`config.mk`:
```
export PLATFORM = sky130hd
export DESIGN_NAME = pc_gen_flat
export DESIGN_NICKNAME = d
export VERILOG_FILES = /design/src/rtl/pc_gen_pkg.sv /design/src/rtl/pc_gen_if.sv /design/src/rtl/pc_gen.sv /design/src/flat_wrapper.sv
export SDC_FILE = /design/constraint.sdc
export NUM_CORES = 1
export LEC_CHECK = 0
export CAP_MARGIN = 20
export CELL_PAD_IN_SITES_DETAIL_PLACEMENT = 0
export CELL_PAD_IN_SITES_GLOBAL_PLACEMENT = 1
export CORE_MARGIN = 1
export CORE_UTILIZATION = 25
export DETAILED_ROUTE_END_ITERATION = 8
export GPL_TIMING_DRIVEN = 0
export PLACE_DENSITY_LB_ADDON = 0.2
export RECOVER_POWER = 25
export SYNTH_ARGS = -nofsm -noshare
export SYNTH_HDL_FRONTEND = slang
export SYNTH_SLANG_ARGS = --single-unit
```
`constraint.sdc`:
```
create_clock -name clk -period 1.6 [get_ports clk]
set_clock_uncertainty 0.2 [all_clocks]
set_input_delay 0.24 -clock clk [delete_from_list [all_inputs] [get_ports clk]]
set_output_delay 0.24 -clock clk [all_outputs]
set_load 0.02 [all_outputs]
```
`src/rtl/pc_gen_pkg.sv`:
```
// Shared encodings for the PIC16C5x program-counter generator: control-flow
// request codes, return-stack commands and target-address helpers.
package pc_gen_pkg;

  localparam int unsigned PC_WIDTH_DEF = 11;

  // Control-flow request from the decoder.
  localparam logic [2:0] PC_OP_NEXT  = 3'd0;
  localparam logic [2:0] PC_OP_GOTO  = 3'd1;
  localparam logic [2:0] PC_OP_CALL  = 3'd2;
  localparam logic [2:0] PC_OP_RET   = 3'd3;
  localparam logic [2:0] PC_OP_WRPCL = 3'd4;
  localparam logic [2:0] PC_OP_SKIP  = 3'd5;

  // Return-stack command, shared with the stack block.
  localparam logic [1:0] STK_NOP  = 2'b00;
  localparam logic [1:0] STK_PUSH = 2'b01;
  localparam logic [1:0] STK_POP  = 2'b10;

  // Every op except NEXT (and the unused codes) redirects fetch and flushes.
  function automatic logic is_taken(input logic [2:0] op);
    return op inside {PC_OP_GOTO, PC_OP_CALL, PC_OP_RET, PC_OP_WRPCL, PC_OP_SKIP};
  endfunction

  // Paged 11-bit target: STATUS page bits above a 9-bit in-page offset.
  function automatic logic [10:0] page_target(input logic [1:0] pa, input logic [8:0] offset);
    return {pa, offset};
  endfunction

endpackage

```
`src/rtl/pc_gen_if.sv`:
```
// Fetch/stack bundle between pc_gen, the decoder, program memory and the
// 2-level return stack.
interface pc_gen_if #(
    parameter int PC_WIDTH = 11
) ();

    logic                en;
    logic [2:0]          pc_op;
    logic [8:0]          k;
    logic [1:0]          pa;
    logic [7:0]          pcl_data;
    logic [PC_WIDTH-1:0] stk_top;

    logic [PC_WIDTH-1:0] pc;
    logic                inst_valid;
    logic [1:0]          stk_cmd;
    logic [PC_WIDTH-1:0] stk_data;

    // pc_gen owns the fetch address and the stack command.
    modport master (
        input  en, pc_op, k, pa, pcl_data, stk_top,
        output pc, inst_valid, stk_cmd, stk_data
    );

    // Core side: decoder, STATUS, ALU and stack.
    modport slave (
        output en, pc_op, k, pa, pcl_data, stk_top,
        input  pc, inst_valid, stk_cmd, stk_data
    );

endinterface

```
`src/rtl/pc_gen.sv`:
```
// Program-counter generator: fetch PC, next-PC selection, return-stack
// push/pop and the one-cycle flush after every taken control-flow op.
module pc_gen
    import pc_gen_pkg::*;
#(
    parameter int                  PC_WIDTH     = PC_WIDTH_DEF,
    parameter logic [PC_WIDTH-1:0] RESET_VECTOR = '1
) (
    input  logic      clk,
    input  logic      rst,
    pc_gen_if.master  bus
);

    logic [PC_WIDTH-1:0] pc_q;
    logic                valid_q;
    logic [PC_WIDTH-1:0] pc_inc;
    logic [PC_WIDTH-1:0] pc_next;
    logic [1:0]          stk_cmd;
    logic                honour;
    logic                taken;

    // A request counts only for a real instruction in an enabled, non-reset cycle.
    assign honour = bus.en & valid_q & ~rst;
    assign taken  = honour & is_taken(bus.pc_op);
    assign pc_inc = pc_q + PC_WIDTH'(1);

    // NOTE: every output of a combinational block gets a default first, so no path leaves it unassigned and no latch is inferred.
    always_comb begin
        pc_next = pc_inc;
        stk_cmd = STK_NOP;
        if (honour) begin
            case (bus.pc_op)
                PC_OP_GOTO:  pc_next = PC_WIDTH'(page_target(bus.pa, bus.k));
                PC_OP_CALL: begin
                    pc_next = PC_WIDTH'(page_target(bus.pa, {1'b0, bus.k[7:0]}));
                    stk_cmd = STK_PUSH;
                end
                PC_OP_RET: begin
                    // stk_top is still the pre-pop value here; the pop lands on this edge.
                    pc_next = bus.stk_top;
                    stk_cmd = STK_POP;
                end
                PC_OP_WRPCL: pc_next = PC_WIDTH'(page_target(bus.pa, {1'b0, bus.pcl_data}));
                default:     pc_next = pc_inc;
            endcase
        end
    end

    // NOTE: sequential state uses non-blocking assignments so every register samples pre-edge values.
    always_ff @(posedge clk) begin
        if (rst) begin
            pc_q    <= RESET_VECTOR;
            valid_q <= 1'b0;
        end else if (bus.en) begin
            pc_q    <= pc_next;
            valid_q <= ~taken;
        end
    end

    assign bus.pc         = pc_q;
    assign bus.inst_valid = valid_q;
    assign bus.stk_cmd    = stk_cmd;
    assign bus.stk_data   = pc_q;

    a_stack_quiet: assert property (@(posedge clk)
        (rst || !bus.en) |-> (bus.stk_cmd == STK_NOP));

    a_stall_holds: assert property (@(posedge clk) disable iff (rst)
        !bus.en |=> ($stable(pc_q) && $stable(valid_q)));

    a_flush_one_cycle: assert property (@(posedge clk) disable iff (rst)
        (bus.en && !valid_q) |=> valid_q);

endmodule

```
`src/flat_wrapper.sv`:
```
// flat-port wrapper written by rule: the top's interface ports become plain ports
module pc_gen_flat import pc_gen_pkg::*;
#(
    parameter int                  PC_WIDTH     = PC_WIDTH_DEF,
    parameter logic [PC_WIDTH-1:0] RESET_VECTOR = '1
)
  (clk, rst, bus_en, bus_pc_op, bus_k, bus_pa, bus_pcl_data, bus_stk_top, bus_pc, bus_inst_valid, bus_stk_cmd, bus_stk_data);
  pc_gen_if #(.PC_WIDTH(PC_WIDTH)) bus_i ();
  input  logic clk;
  input  logic rst;
  input wire logic [$bits(bus_i.en)-1:0] bus_en;
  input wire logic [$bits(bus_i.pc_op)-1:0] bus_pc_op;
  input wire logic [$bits(bus_i.k)-1:0] bus_k;
  input wire logic [$bits(bus_i.pa)-1:0] bus_pa;
  input wire logic [$bits(bus_i.pcl_data)-1:0] bus_pcl_data;
  input wire logic [$bits(bus_i.stk_top)-1:0] bus_stk_top;
  output wire logic [$bits(bus_i.pc)-1:0] bus_pc;
  output wire logic [$bits(bus_i.inst_valid)-1:0] bus_inst_valid;
  output wire logic [$bits(bus_i.stk_cmd)-1:0] bus_stk_cmd;
  output wire logic [$bits(bus_i.stk_data)-1:0] bus_stk_data;
  assign bus_i.en = bus_en;
  assign bus_i.pc_op = bus_pc_op;
  assign bus_i.k = bus_k;
  assign bus_i.pa = bus_pa;
  assign bus_i.pcl_data = bus_pcl_data;
  assign bus_i.stk_top = bus_stk_top;
  assign bus_pc = bus_i.pc;
  assign bus_inst_valid = bus_i.inst_valid;
  assign bus_stk_cmd = bus_i.stk_cmd;
  assign bus_stk_data = bus_i.stk_data;
  pc_gen #(.PC_WIDTH(PC_WIDTH), .RESET_VECTOR(RESET_VECTOR)) u_core (.clk(clk), .rst(rst), .bus(bus_i));
endmodule
```
==> key figures, run 1 <==
Status
  – Status: finished, violations left
  – Failing checks: setup timing

STA
  – Peak Freq: 0.597 GHz
  – Final setup vio count: 9
  – Slew HR: 0.682
  – Minimum clock period: 1.68 ns
  – Final period util: 1.05
  – Worst Slack Setup Final: -0.0759 ns
  – Fin. max-slew vios: 0
  – RSZ-0062 raised after global routing: true
  – Slew @ Worst Pin: 0.477 ns
  – Post-route setup TNS: -0.363 ns
  – Min Hold Slack: 0.229 ns
  – Final hold vios: 0

Clock tree
  – CTS tree: yes
  – H-tree Lvls: 1
  – # clock sinks: 12
  – Clk Latency, worst-skew pair: 0.24 ns
  – Clock transition at the registers of the reported paths: 0.06 ns
  – CTS buffer count: 3
  – Root Driver: clkbuf_8
  – Longest Clk Path Bufs: 2

Worst setup path
  – Crit-path slowest cell: dfxtp_4
  – Arr. time, crit path: 1.61 ns
  – CP max stage delay: 0.35 ns
  – Worst-path fanout max: 6
  – Critical path type: reg2reg
  – Worst R2R Setup Slack: -0.08 ns
  – Critical Path RT: 1.54 ns
  – Worst Setup Start Kind: flip-flop
  – Critical path cell sequence: and3b_2, and3_4, buf_6, a211o_1, a31o_1
  – Crit. End Element: flip-flop

Routing
  – DRT Wirelength: 4410 µm
  – Drt initial violations: 112
  – Mean number of vias per cell: 5.37
  – Antenna Nets Post-Route: 0
  – Remaining DRCs: 0
  – Mean routed wirelength per cell: 15.9 µm
  – Router iterations before antenna repair: 4
  – Via count: 1488

Synth
  – Synth Warn #: 0
  – Mean Syn Cell Area: 8.12 µm²
  – Synth area leaders: dfxtp_1, buf_4, mux2i_1, mux2_2, a21oi_1
  – Post-synth EDFFs: 0
  – Top FF cell, synth: dfxtp_1
  – Synth Cell Area: 0.00116 mm²
  – Leading area contributor after synthesis: dfxtp_1
  – Register bit total from synthesis: 12
  – Unique masters post-synth: 54
  – Register area share after synthesis: 0.207
  – Syn Nets: 180
  – Syn Inst Count: 143
  – Async set-reset flop share out of synthesis: 0
  – Synth top area share: 0.207

Placed design
  – Routability cong.: 0.790
  – PortBufs: 60
  – Post-DP HPWL: 3100 µm

Power
  – Pwr/cell area: 704 mW/mm²
  – Power, Total: 1.51 mW
  – Max VDD drop: 0.339 mV
  – Leakage power: 0.824 nW

Global route
  – Total gr overflow: 0
  – Vias in the first global route: 1457
  – Largest net degree at the start of global routing: 11
  – Initial antenna violation count: 0
  – GRT Total Usage: 0.182
  – First-pass GRT wire length: 7130 µm

Floorplanning
  – Boundary pin count: 61
  – Die width: 70.2 µm
  – Core box area: 0.00441 mm²
  – Die area: 0.00492 mm²
  – Die span in y: 70.2 µm
  – Starting Density: 0.263
  – Row count: 24

Final layout
  – Inserted Diodes: 0
  – Footprint of the multi-input gates: 901 µm²
  – Fin nets: 263
  – Share of post-route cells with drive strength above 1: 0.351
  – Area grow syn2layout: 84.5%
  – Finished Core Util: 0.485
  – Final-layout fill cell count: 430
  – Area occupied by registers: 267 µm²

Worst hold path
  – HP Class: in2reg

Run
  – Max-Cap Viols: 0
power breakdown:
part           internal [mW]  switching, mW  leakage (nW)
combinational          0.409          0.353         0.696
sequential             0.347         0.0616        0.0991
clock                  0.218          0.120        0.0288
total                  0.974          0.534         0.824
cells in the final DEF, fill, tap and decap left out, types with 3 or more instances in the layout:
| master | n |
|---|---|
| o22ai_1 | 5 |
| a22oi_1 | 3 |
| nand2_1 | 6 |
| a21o_1 | 3 |
| dfxtp_2 | 3 |
| dfxtp_4 | 6 |
| mux2i_1 | 5 |
| inv_1 | 3 |
| and3_1 | 3 |
| mux2_2 | 3 |
| nand4_1 | 4 |
| nand2b_1 | 3 |
| dfxtp_1 | 3 |
| clkdlybuf4s50_1 | 28 |
| buf_4 | 31 |
| a21oi_1 | 8 |
| clkbuf_8 | 5 |
| a31oi_1 | 4 |
| buf_6 | 5 |
| buf_2 | 4 |
| dlygate4sd2_1 | 27 |
| nand3_1 | 3 |
cells in the mapped netlist (all sizes together), types with 2 or more instances:
| cell type | number |
|---|---|
| nand2b | 3 |
| and4 | 2 |
| clkbuf | 2 |
| nor4bb | 2 |
| a22oi | 3 |
| nor2 | 2 |
| inv | 3 |
| a21o | 3 |
| a2bb2oi | 3 |
| o22ai | 5 |
| o31ai | 2 |
| buf | 17 |
| o21ai | 6 |
| nand3 | 4 |
| and3 | 5 |
| a211oi | 2 |
| mux2i | 5 |
| dfxtp | 12 |
| nand4 | 4 |
| a21oi | 8 |
| nor2b | 3 |
| a31o | 3 |
| mux2 | 5 |
| nor3 | 3 |
| a2111o | 2 |
| a31oi | 4 |
| nor3b | 2 |
| nand2 | 7 |
worst max-delay path, delay by kind of cell (launching register included):
family | cells | cell delay [ns]
compound gates | 2 | 0.39
simple gates | 2 | 0.50
flops | 1 | 0.35
buf+inv | 1 | 0.12
final cells by class:
| type | count | area share |
|---|---|---|
| inverter | 3 | 0.00526 |
| clock buffer | 4 | 0.0257 |
| buffer | 18 | 0.0701 |
| multi-input combinational | 109 | 0.421 |
| sequential | 12 | 0.124 |
| tap | 52 | 0.0304 |
| timing repair buffer | 79 | 0.324 |
metal layers:
metal	global-route usage	routed length, µm	vias up
li1	-	-	726
met1	0.244	1950	711
met2	0.302	2160	47
met3	0.0375	254	4
met4	0.0356	40	0
met5	0	0	-
through the flow:
| step | cell area (µm²) | cells | setup slack [ns] |
|---|---|---|---|
| 2_1_floorplan | 1200 | 143 | -0.106 |
| 3_3_place_gp | 1870 | 255 | -1.06 |
| 3_5_place_dp | 1870 | 255 | -1.03 |
| 4_1_cts | 2110 | 276 | -0.0762 |
| 5_1_grt | 2140 | 277 | -0.121 |
| 6_report | 2140 | 277 | -0.0759 |
final timing paths:
kind                         start                    end  depth (start not counted)
max          u_core.bus.inst_valid       u_core.bus.pc[8]                          5
min                   bus_pc_op[2]  u_core.bus.inst_valid                          3
max reg2reg  u_core.bus.inst_valid       u_core.bus.pc[8]                          5
min reg2reg       u_core.bus.pc[7]       u_core.bus.pc[7]                          1
registers in the layout, summed over array words and instances, names as in the netlist:
| name | cells |
|---|---|
| u_core.bus.inst_valid | 1 |
| u_core.bus.pc | 11 |
timing repair:
action                     CTS  global route
buffers inserted            18             1
hold buffers                 0             0
pin swaps                   13             8
gates resized for setup     81             7
setup endpoints to repair   36            14
logic make-up (layout without fill, tap and decap cells):
group,Yosys count,count (layout),synth area share
fa+ha+maj,1,1,0.0108
buf+inv,22,104,0.120
compound gates,53,53,0.330
flops,12,12,0.207
mux,10,10,0.0916
simple gates,45,45,0.241
Power figures use the tool's default switching activity.
==> run 2: changes to the inputs <==
- CAP_MARGIN: 20 -> default
==> results of run 2 <==
Final layout, timing and power as in run 1 (identical DEF).
==> run 3: changes to the inputs <==
- CAP_MARGIN: default -> 10
==> results of run 3 <==
Final layout, timing and power as in run 1 (identical DEF).
